--- src/rtl/phase_dc_scheduler_pkg.sv ---
// Shared types for the phase DC-offset scheduler slice.
// Channel tags, FSM encodings and the engine tag bundle.
`timescale 1ns/1ps
package phase_dc_scheduler_pkg;

  localparam int DW_DEFAULT = 14;

  localparam logic [1:0] CH_A = 2'd0;
  localparam logic [1:0] CH_B = 2'd1;
  localparam logic [1:0] CH_C = 2'd2;

  typedef enum logic [2:0] {
    S_IDLE    = 3'd0,
    S_ISSUE_A = 3'd1,
    S_ISSUE_B = 3'd2,
    S_ISSUE_C = 3'd3,
    S_WAIT    = 3'd4,
    S_DONE    = 3'd5
  } state_t;

  typedef struct packed {
    logic       valid;
    logic [1:0] ch;
  } tag_t;

endpackage

--- src/rtl/phase_dc_scheduler_if.sv ---
// Bus bundle of the scheduler: ADC triplet in, engine port, triplet out.
// slave = scheduler side, master = surrounding datapath/engine side.
`timescale 1ns/1ps
interface phase_dc_scheduler_if
  import phase_dc_scheduler_pkg::*;
#(
  parameter int DW = DW_DEFAULT
);

  logic          sample_valid;
  logic [DW-1:0] va_in;
  logic [DW-1:0] vb_in;
  logic [DW-1:0] vc_in;
  logic          clear_ovr;

  logic          eng_valid;
  logic [1:0]    eng_ch;
  logic [DW-1:0] eng_vin;
  logic [DW-1:0] eng_vout;

  logic [DW-1:0] va_out;
  logic [DW-1:0] vb_out;
  logic [DW-1:0] vc_out;
  logic          out_valid;
  logic          busy;
  logic          overrun;

  modport slave (
    input  sample_valid, va_in, vb_in, vc_in,
    input  clear_ovr, eng_vout,
    output eng_valid, eng_ch, eng_vin,
    output va_out, vb_out, vc_out,
    output out_valid, busy, overrun
  );

  modport master (
    output sample_valid, va_in, vb_in, vc_in,
    output clear_ovr, eng_vout,
    input  eng_valid, eng_ch, eng_vin,
    input  va_out, vb_out, vc_out,
    input  out_valid, busy, overrun
  );

endinterface

--- src/rtl/phase_dc_scheduler_tag_delay.sv ---
// tag_delay_line: async-reset shift register, DEPTH stages of W bits.
// Ports: clk, rst, din (stage 0 input), dout (last stage output).
`timescale 1ns/1ps
module tag_delay_line #(
  parameter int DEPTH = 2,
  parameter int W     = 3
) (
  input  logic         clk,
  input  logic         rst,
  input  logic [W-1:0] din,
  output logic [W-1:0] dout
);

  logic [W-1:0] sr [DEPTH];

  always_ff @(posedge clk or posedge rst) begin
    if (rst) begin
      for (int i = 0; i < DEPTH; i++)
        sr[i] <= '0;
    end else begin
      sr[0] <= din;
      for (int i = 1; i < DEPTH; i++)
        sr[i] <= sr[i-1];
    end
  end

  assign dout = sr[DEPTH-1];

endmodule

--- src/rtl/phase_dc_scheduler.sv ---
// Time-multiplexes one DC-offset engine over phases A/B/C.
// Ports: clk, rst (async high), bus (slave modport of phase_dc_scheduler_if).
`timescale 1ns/1ps
module phase_dc_scheduler
  import phase_dc_scheduler_pkg::*;
#(
  parameter int DW      = DW_DEFAULT,
  parameter int ENG_LAT = 2
) (
  input logic                  clk,
  input logic                  rst,
  phase_dc_scheduler_if.slave  bus
);

  state_t        state;
  state_t        nxt;

  logic [DW-1:0] act_a;
  logic [DW-1:0] act_b;
  logic [DW-1:0] act_c;
  logic [DW-1:0] pnd_a;
  logic [DW-1:0] pnd_b;
  logic [DW-1:0] pnd_c;
  logic          pnd_full;

  logic [DW-1:0] res_a;
  logic [DW-1:0] res_b;
  logic [DW-1:0] va_q;
  logic [DW-1:0] vb_q;
  logic [DW-1:0] vc_q;
  logic          ovr_q;

  logic          eng_valid;
  logic [1:0]    eng_ch;
  logic [DW-1:0] eng_vin;
  logic          out_valid;
  logic          busy;
  logic          load_out;
  logic          drop;

  tag_t          tag_in;
  tag_t          tag_out;

  assign tag_in = '{valid: eng_valid, ch: eng_ch};

  tag_delay_line #(
    .DEPTH (ENG_LAT),
    .W     (3)
  ) u_tags (
    .clk  (clk),
    .rst  (rst),
    .din  (tag_in),
    .dout (tag_out)
  );

  always_ff @(posedge clk or posedge rst) begin
    if (rst) state <= S_IDLE;
    else     state <= nxt;
  end

  always_comb begin
    nxt       = state;
    eng_valid = 1'b0;
    eng_ch    = CH_A;
    eng_vin   = '0;
    out_valid = 1'b0;
    busy      = 1'b0;
    load_out  = 1'b0;
    unique case (state)
      S_IDLE: begin
        if (bus.sample_valid) nxt = S_ISSUE_A;
      end
      S_ISSUE_A: begin
        eng_valid = 1'b1;
        eng_ch    = CH_A;
        eng_vin   = act_a;
        busy      = 1'b1;
        nxt       = S_ISSUE_B;
      end
      S_ISSUE_B: begin
        eng_valid = 1'b1;
        eng_ch    = CH_B;
        eng_vin   = act_b;
        busy      = 1'b1;
        nxt       = S_ISSUE_C;
      end
      S_ISSUE_C: begin
        eng_valid = 1'b1;
        eng_ch    = CH_C;
        eng_vin   = act_c;
        busy      = 1'b1;
        nxt       = S_WAIT;
      end
      S_WAIT: begin
        busy = 1'b1;
        // C is issued last, so its return means A and B are in.
        if (tag_out.valid && tag_out.ch == CH_C) begin
          load_out = 1'b1;
          nxt      = S_DONE;
        end
      end
      S_DONE: begin
        out_valid = 1'b1;
        if (pnd_full || bus.sample_valid) nxt = S_ISSUE_A;
        else                              nxt = S_IDLE;
      end
      default: nxt = S_IDLE;
    endcase
  end

  // DONE never drops: the pending slot is freed that same cycle.
  assign drop = bus.sample_valid && busy && pnd_full;

  always_ff @(posedge clk or posedge rst) begin
    if (rst) begin
      act_a    <= '0;
      act_b    <= '0;
      act_c    <= '0;
      pnd_a    <= '0;
      pnd_b    <= '0;
      pnd_c    <= '0;
      pnd_full <= 1'b0;
    end else if (state == S_IDLE) begin
      if (bus.sample_valid) begin
        act_a <= bus.va_in;
        act_b <= bus.vb_in;
        act_c <= bus.vc_in;
      end
    end else if (state == S_DONE) begin
      if (pnd_full) begin
        act_a <= pnd_a;
        act_b <= pnd_b;
        act_c <= pnd_c;
        if (bus.sample_valid) begin
          pnd_a <= bus.va_in;
          pnd_b <= bus.vb_in;
          pnd_c <= bus.vc_in;
        end else begin
          pnd_full <= 1'b0;
        end
      end else if (bus.sample_valid) begin
        act_a <= bus.va_in;
        act_b <= bus.vb_in;
        act_c <= bus.vc_in;
      end
    end else if (bus.sample_valid && !pnd_full) begin
      pnd_a    <= bus.va_in;
      pnd_b    <= bus.vb_in;
      pnd_c    <= bus.vc_in;
      pnd_full <= 1'b1;
    end
  end

  always_ff @(posedge clk or posedge rst) begin
    if (rst) begin
      res_a <= '0;
      res_b <= '0;
    end else if (tag_out.valid) begin
      case (tag_out.ch)
        CH_A:    res_a <= bus.eng_vout;
        CH_B:    res_b <= bus.eng_vout;
        default: ;
      endcase
    end
  end

  // C goes straight to the output so the triplet lands in one edge.
  always_ff @(posedge clk or posedge rst) begin
    if (rst) begin
      va_q <= '0;
      vb_q <= '0;
      vc_q <= '0;
    end else if (load_out) begin
      va_q <= res_a;
      vb_q <= res_b;
      vc_q <= bus.eng_vout;
    end
  end

  always_ff @(posedge clk or posedge rst) begin
    if (rst)                ovr_q <= 1'b0;
    else if (drop)          ovr_q <= 1'b1;
    else if (bus.clear_ovr) ovr_q <= 1'b0;
  end

  assign bus.eng_valid = eng_valid;
  assign bus.eng_ch    = eng_ch;
  assign bus.eng_vin   = eng_vin;
  assign bus.va_out    = va_q;
  assign bus.vb_out    = vb_q;
  assign bus.vc_out    = vc_q;
  assign bus.out_valid = out_valid;
  assign bus.busy      = busy;
  assign bus.overrun   = ovr_q;

endmodule
--- src/flat_wrapper.sv ---
// flat-port wrapper written by rule: the top's interface ports become plain ports
module phase_dc_scheduler_flat import phase_dc_scheduler_pkg::*;
#(
  parameter int DW      = DW_DEFAULT,
  parameter int ENG_LAT = 2
)
  (clk, rst, bus_sample_valid, bus_va_in, bus_vb_in, bus_vc_in, bus_clear_ovr, bus_eng_vout, bus_eng_valid, bus_eng_ch, bus_eng_vin, bus_va_out, bus_vb_out, bus_vc_out, bus_out_valid, bus_busy, bus_overrun);
  phase_dc_scheduler_if #(.DW(DW)) bus_i ();
  input logic clk;
  input logic rst;
  input wire logic [$bits(bus_i.sample_valid)-1:0] bus_sample_valid;
  input wire logic [$bits(bus_i.va_in)-1:0] bus_va_in;
  input wire logic [$bits(bus_i.vb_in)-1:0] bus_vb_in;
  input wire logic [$bits(bus_i.vc_in)-1:0] bus_vc_in;
  input wire logic [$bits(bus_i.clear_ovr)-1:0] bus_clear_ovr;
  input wire logic [$bits(bus_i.eng_vout)-1:0] bus_eng_vout;
  output wire logic [$bits(bus_i.eng_valid)-1:0] bus_eng_valid;
  output wire logic [$bits(bus_i.eng_ch)-1:0] bus_eng_ch;
  output wire logic [$bits(bus_i.eng_vin)-1:0] bus_eng_vin;
  output wire logic [$bits(bus_i.va_out)-1:0] bus_va_out;
  output wire logic [$bits(bus_i.vb_out)-1:0] bus_vb_out;
  output wire logic [$bits(bus_i.vc_out)-1:0] bus_vc_out;
  output wire logic [$bits(bus_i.out_valid)-1:0] bus_out_valid;
  output wire logic [$bits(bus_i.busy)-1:0] bus_busy;
  output wire logic [$bits(bus_i.overrun)-1:0] bus_overrun;
  assign bus_i.sample_valid = bus_sample_valid;
  assign bus_i.va_in = bus_va_in;
  assign bus_i.vb_in = bus_vb_in;
  assign bus_i.vc_in = bus_vc_in;
  assign bus_i.clear_ovr = bus_clear_ovr;
  assign bus_i.eng_vout = bus_eng_vout;
  assign bus_eng_valid = bus_i.eng_valid;
  assign bus_eng_ch = bus_i.eng_ch;
  assign bus_eng_vin = bus_i.eng_vin;
  assign bus_va_out = bus_i.va_out;
  assign bus_vb_out = bus_i.vb_out;
  assign bus_vc_out = bus_i.vc_out;
  assign bus_out_valid = bus_i.out_valid;
  assign bus_busy = bus_i.busy;
  assign bus_overrun = bus_i.overrun;
  phase_dc_scheduler #(.DW(DW), .ENG_LAT(ENG_LAT)) u_core (.clk(clk), .rst(rst), .bus(bus_i));
endmodule
--- config.mk ---
export PLATFORM = sky130hd
export DESIGN_NAME = phase_dc_scheduler_flat
export DESIGN_NICKNAME = d
export VERILOG_FILES = /design/src/rtl/phase_dc_scheduler_pkg.sv /design/src/rtl/phase_dc_scheduler_if.sv /design/src/rtl/phase_dc_scheduler_tag_delay.sv /design/src/rtl/phase_dc_scheduler.sv /design/src/flat_wrapper.sv
export SDC_FILE = /design/constraint.sdc
export NUM_CORES = 1
export LEC_CHECK = 0
export ABC_AREA = 1
export CAP_MARGIN = 0
export CORE_AREA = 3 3 145 119
export CTS_CLUSTER_DIAMETER = 60
export CTS_CLUSTER_SIZE = 10
export DETAILED_ROUTE_END_ITERATION = 8
export DIE_AREA = 0 0 148 122
export HOLD_SLACK_MARGIN = 0.02
export PLACE_DENSITY_LB_ADDON = 0.1
export SYNTH_ARGS = -nofsm -noshare
export SYNTH_HDL_FRONTEND = slang
export SYNTH_SLANG_ARGS = --single-unit
--- constraint.sdc ---
create_clock -name clk -period 6.2 [get_ports clk]
set_input_delay 1.24 -clock clk [delete_from_list [all_inputs] [get_ports clk]]
set_output_delay 1.24 -clock clk [all_outputs]
set_load 0.03 [all_outputs]
==> flow_metrics.tcl, run 1 <==
set metrics [dict create \
    timing_hold_violations_final 0 \
    crit_slowest_cell "clkdlybuf4s50_1" \
    cts-buffers-inserted 17 \
    root_buffer "clkbuf_16" \
    status "finished, final reports clean" \
    grt_pass1_vias 6252 \
    synth_cell_types 25 \
    n_fill_cell 1511 \
    grt_pass1_wl_um 34160 \
    syn-instance-count 1023 \
    overflow 0 \
    drc 0 \
    cts_tree "done" \
    setup_tns_ps 0 \
    clkLatencyLatePin_ps 420 \
    cp_max_fo 16 \
    fp.coreArea_um2 15800 \
    irDropWorstVdd_uv 306.8 \
    cp-end-kind "output port" \
    nets 1172 \
    grt_max_degree 103 \
    io_buffers 121 \
    critical-path-max-stage-delay_ps 720 \
    cp_top_family "buffers and inverters" \
    vias 6836 \
    clockBufferDepth 2 \
    final_area_um2 9733 \
    ys.flop_type "dfrtp_1" \
    netlist_area_um2 7866 \
    crit_buf_inv 3 \
    yosysMostFrequentCell "nand2_1" \
    cts_sinks 165 \
    place_hpwl_um 13040 \
    setup_viol 0 \
    ys_top_cells_by_count "nand2_1 (404), dfrtp_1 (165), nand3_1 (137)" \
    die_area_um2 18060 \
    dpl_cell_area_um2 9109 \
    postCtsSetupBuffers 0 \
    area_delta_synth_final_pct 23.73 \
    power_density_nw_per_um2 557.0 \
    report.final.slew_viol_count 0 \
    n_antenna_cell 0 \
    rows 41 \
    worst_setup_path_start_kind "register" \
    ios 122 \
    ys_seq_area_frac 0.5249 \
    drtPass1Iterations 5 \
    cts-htree-levels 4 \
    synth_area_leaders "dfrtp_1 (52%), nand2_1 (19%), nand3_1 (8.7%)" \
    routed_wl_um 21310 \
    fmaxAchievable_ghz 0.2556 \
    postRouteAntennaNets 0 \
    die-height_um 122 \
    antenna_found_initial 0 \
    drv_cap 0 \
    drt_iter0_drc 593 \
    cp_data_arrival_time_ps 2670 \
    synth_fp_nets 1083 \
    yosysTopAreaCell "dfrtp_1" \
    relSlewSlack 0.3038 \
    yosysWarnings 0 \
    initial_core_util 0.4979 \
    clock_skew_ps 7.418 \
    leakage_nw 4.979 \
    synth_area_per_cell_um2 7.689 \
    async_reset_ff_frac 1.000 \
    power_mw 5.422 \
    rsz0062_at_grt "no" \
    synth_seq_cells 165 \
    cp_cell_sequence "inv_2, nand3_1, inv_1, nand2_1, o211ai_1, clkdlybuf4s50_1" \
    crit_required_ps 4960 \
    fin_crit_sh 0.6311 \
    cts_resized 0 \
    hold_class "register to register" \
    postCtsHoldBufs 0 \
    dieWidth_um 148 \
    post_drt_wl_per_cell_um 15.91 \
    avgViaCountPerCell 5.105 \
    worstSetupPathType "register to output port" \
    synth_edf_count 0 \
    synth_top_area_share 0.5249 \
    drive_above_1_share 0.04626 \
    period_needed_ps 3913 \
    worst_pin_slew_ps 1041 \
    grt_util_all_layers 0.2430 \
    clk_pin_slew_ps 60 \
    gp_congestion 0.8324 \
]
## sequential cells by signal, indices dropped and copies added, names as in the netlist, 3 cells and up
register / cells
u_core.act_a: 14
u_core.act_b: 14
u_core.act_c: 14
u_core.bus.va_out: 14
u_core.bus.vb_out: 14
u_core.bus.vc_out: 14
u_core.pnd_a: 14
u_core.pnd_b: 14
u_core.pnd_c: 14
u_core.res_a: 14
u_core.res_b: 14
u_core.state: 3
u_core.u_tags.dout: 3
u_core.u_tags.sr: 3
## kinds of logic after synthesis
logic type             share of synthesized area
AND/OR/NAND/NOR                           0.3291
AO/OA/AOI/OAI                            0.05472
flip-flops                                0.5249
buffers and inverters                    0.09130
## path summary, 6_finish.rpt
path	startpoint	end	slack [ps]	cells after the start
worst max-delay path	u_core.state[2]	bus_eng_vin[13]	2290	6
worst min-delay path	u_core.u_tags.sr[5]	u_core.u_tags.dout[2]	350	0
worst max register to register	u_core.state[2]	u_core.act_b[10]	3060	6
worst min register to register	u_core.u_tags.sr[5]	u_core.u_tags.dout[2]	350	0
max in group asynchronous	rst	u_core.pnd_a[9]	3760	3
min in group asynchronous	rst	u_core.res_b[10]	1360	2
## cells in the final DEF (no fill, tap or decap)
master	n
o21ai_0	54
inv_6	1
clkbuf_16	17
clkbuf_1	2
and2_0	12
nand2_1	404
o21ai_1	20
nand2_4	1
bufinv_16	4
inv_1	106
nand4_2	1
dfrtp_1	165
o211ai_1	7
buf_4	8
nand3_2	4
and2_1	23
clkinv_1	2
clkdlybuf4s50_1	120
nand3_1	137
clkinv_2	3
nand4_1	1
buf_2	1
clkbuf_8	3
clkinvlp_4	2
inv_2	3
o21bai_1	1
nor2_4	1
nand2_2	3
nor2_1	18
## metrics by stage
step	hold slack [ps]	utilization	std cells	worst slack [ps]
floorplan	331.2	-	1023	498.3
global placement	332.9	0.5765	1308	2837
detailed placement	337.9	0.5765	1308	2770
CTS	348.6	0.6160	1339	2292
global route	355.9	0.6160	1339	2106
finish	347.2	0.6160	1339	2287
## final cells by class
class                           instances  area [um^2]  area share
Clock inverter                          9        150.1     0.01543
Multi-Input combinational cell        687         3019      0.3102
Timing Repair Buffer                  129         1266      0.1301
Inverter                              112        425.4     0.04371
Clock buffer                           22        474.2     0.04872
Tap cell                              215        269.0     0.02764
Sequential cell                       165         4129      0.4242
## power breakdown
part / total, mW / switching [mW] / internal (mW)
clock: 1.12 / 0.417 / 0.702
sequential: 1.91 / 0.342 / 1.57
combinational: 2.39 / 1.56 / 0.828
total: 5.42 / 2.32 / 3.10
## metal layers
metal  up-vias  routed length (um)  global-route usage
met4         0                 315             0.06924
met2       244                9202              0.3459
met1      3216               10250              0.3693
met3        26                1539             0.05987
met5         -                   0                   0
li1       3350                   -                   -
Note: power is estimated with default switching activity, not from simulation.
==> run 2, diff against run 1 <==
==> constraint.sdc (replaced) <==
create_clock -name clk -period 4 [get_ports clk]
set_input_delay 0.8 -clock clk [delete_from_list [all_inputs] [get_ports clk]]
set_output_delay 0.8 -clock clk [all_outputs]
set_load 0.03 [all_outputs]
==> flow_metrics.tcl, run 2 (synthesis results as in run 1) <==
set metrics [dict create \
    status "finished, final reports clean" \
    ios 122 \
    switching_share 0.4428 \
    die_area_um2 18060 \
    internal_power_mw 4.584 \
    seqCellArea_um2 4129 \
    hold_class "register to register" \
    routed_wl_um 21210 \
    pre_cts_slack_ps 1004 \
    worstSetupPathType "register to output port" \
    dpl_cell_area_um2 9143 \
    grt_util_all_layers 0.2393 \
    postCtsHoldBufs 0 \
    power_mw 8.227 \
    die-height_um 122 \
    final_cell_mix "nand2_1 (404), dfrtp_1 (165), nand3_1 (137)" \
    min-delay-start "u_core.u_tags.sr[5]" \
    drv_cap 0 \
    io_buffers 121 \
    area_delta_synth_final_pct 23.38 \
    cts_tree "done" \
    report.final.slew_viol_count 0 \
    worst_slack_ps 536.3 \
    root_buffer "clkbuf_16" \
    final_util 0.6143 \
    period_needed_ps 3464 \
    pwr-share-comb 0.449 \
    drc 0 \
    multi_input_area_um2 3019 \
    timing_hold_violations_final 0 \
    cp_top_family "buffers and inverters" \
    power_density_nw_per_um2 847.7 \
    leakage_nw 4.958 \
    drt_iter0_drc 649 \
    postRouteAntennaNets 0 \
    critical-path-max-stage-delay_ps 720 \
    cts-htree-levels 4 \
    vias 6765 \
    final_area_um2 9706 \
    grt_pass1_vias 6435 \
    n_antenna_cell 0 \
    fp.coreArea_um2 15800 \
    nets 1175 \
    relSlewSlack 0.3480 \
    rsz0062_at_grt "no" \
    rows 41 \
    drive_above_1_share 0.05142 \
    crit_buf_inv 3 \
    postCtsSetupBuffers 0 \
    worst_pin_slew_ps 975.3 \
    fin_cells 1343 \
    overflow 0 \
    cp-end-kind "output port" \
    clk_pin_slew_ps 60 \
    gp_congestion 0.8213 \
    initial_core_util 0.4979 \
    grt_max_degree 166 \
    cts-buffers-inserted 17 \
    irDropWorstVdd_uv 390.1 \
    hold_depth 0 \
    setup_tns_ps 0 \
    pwr-share-seq 0.362 \
    fin_crit_sh 0.8659 \
    r2r_cells 6 \
    worst_setup_path_start_kind "register" \
    post_drt_wl_per_cell_um 15.79 \
    antenna_found_initial 0 \
    clockBufferDepth 2 \
    place_hpwl_um 13240 \
    avgViaCountPerCell 5.037 \
    cts_sinks 165 \
    clock_skew_ps 11.04 \
    cts_resized 0 \
    whs_endpoint "u_core.u_tags.dout[2]" \
    grt_pass1_wl_um 34110 \
    fmaxAchievable_ghz 0.2887 \
    crit_slowest_cell "clkdlybuf4s50_1" \
    cp_cell_sequence "inv_2, nand3_1, inv_1, nand2_1, o211ai_1, clkdlybuf4s50_1" \
    setup_viol 0 \
    dp_cells 1311 \
    final_common_cell "nand2_1" \
    rr_startpoint "u_core.state[0]" \
    crit_required_ps 3200 \
    cp_max_fo 16 \
    r2r_end "u_core.act_a[6]" \
    dieWidth_um 148 \
    n_fill_cell 1476 \
    hold_ws_ps 356.8 \
    clkLatencyLatePin_ps 430 \
    reg2reg_slack_ps 1640 \
    clockPowerShare 0.188 \
    cp_data_arrival_time_ps 2660 \
    drtPass1Iterations 6 \
    p_sw_mw 3.643 \
]
[run 2: layer usage]
metal  part of all wire  wire (um)  track usage
met5                  0          0            0
met4              0.013        278      0.06174
met3              0.066       1397      0.05467
met2               0.44       9344       0.3547
met1               0.48      10190       0.3570
[run 2: area by class of cell]
| class | instances | area share |
|---|---|---|
| Tap cell | 215 | 0.02772 |
| Sequential cell | 165 | 0.4254 |
| Inverter | 112 | 0.04370 |
| Clock inverter | 12 | 0.009927 |
| Timing Repair Buffer | 132 | 0.1341 |
| Multi-Input combinational cell | 687 | 0.3111 |
| Clock buffer | 20 | 0.04809 |
[run 2: worst max path at each step]
stage | startpoint | to | slack, ps | cells after the start
6_report | u_core.state[2] | bus_eng_vin[13] | 540 | 6
5_1_grt | u_core.state[2] | bus_eng_vin[13] | 390 | 6
4_1_cts | u_core.state[2] | bus_eng_vin[8] | 540 | 6
3_5_place_dp | u_core.state[2] | bus_eng_vin[8] | 1000 | 6
3_3_place_gp | u_core.state[2] | bus_eng_vin[8] | 1050 | 6
2_1_floorplan | rst | u_core.act_a[0] | 1100 | 1
[run 2: power by group through the flow]
stage          combinational [mW]  sequential [mW]  clock, mW
3_3_place_gp                 3.64             2.99          0
2_1_floorplan                2.39             3.04          0
5_1_grt                      4.15             3.07       1.65
3_5_place_dp                 3.71             2.99          0
4_1_cts                      3.73             2.97       1.58
6_report                     3.70             2.98       1.55
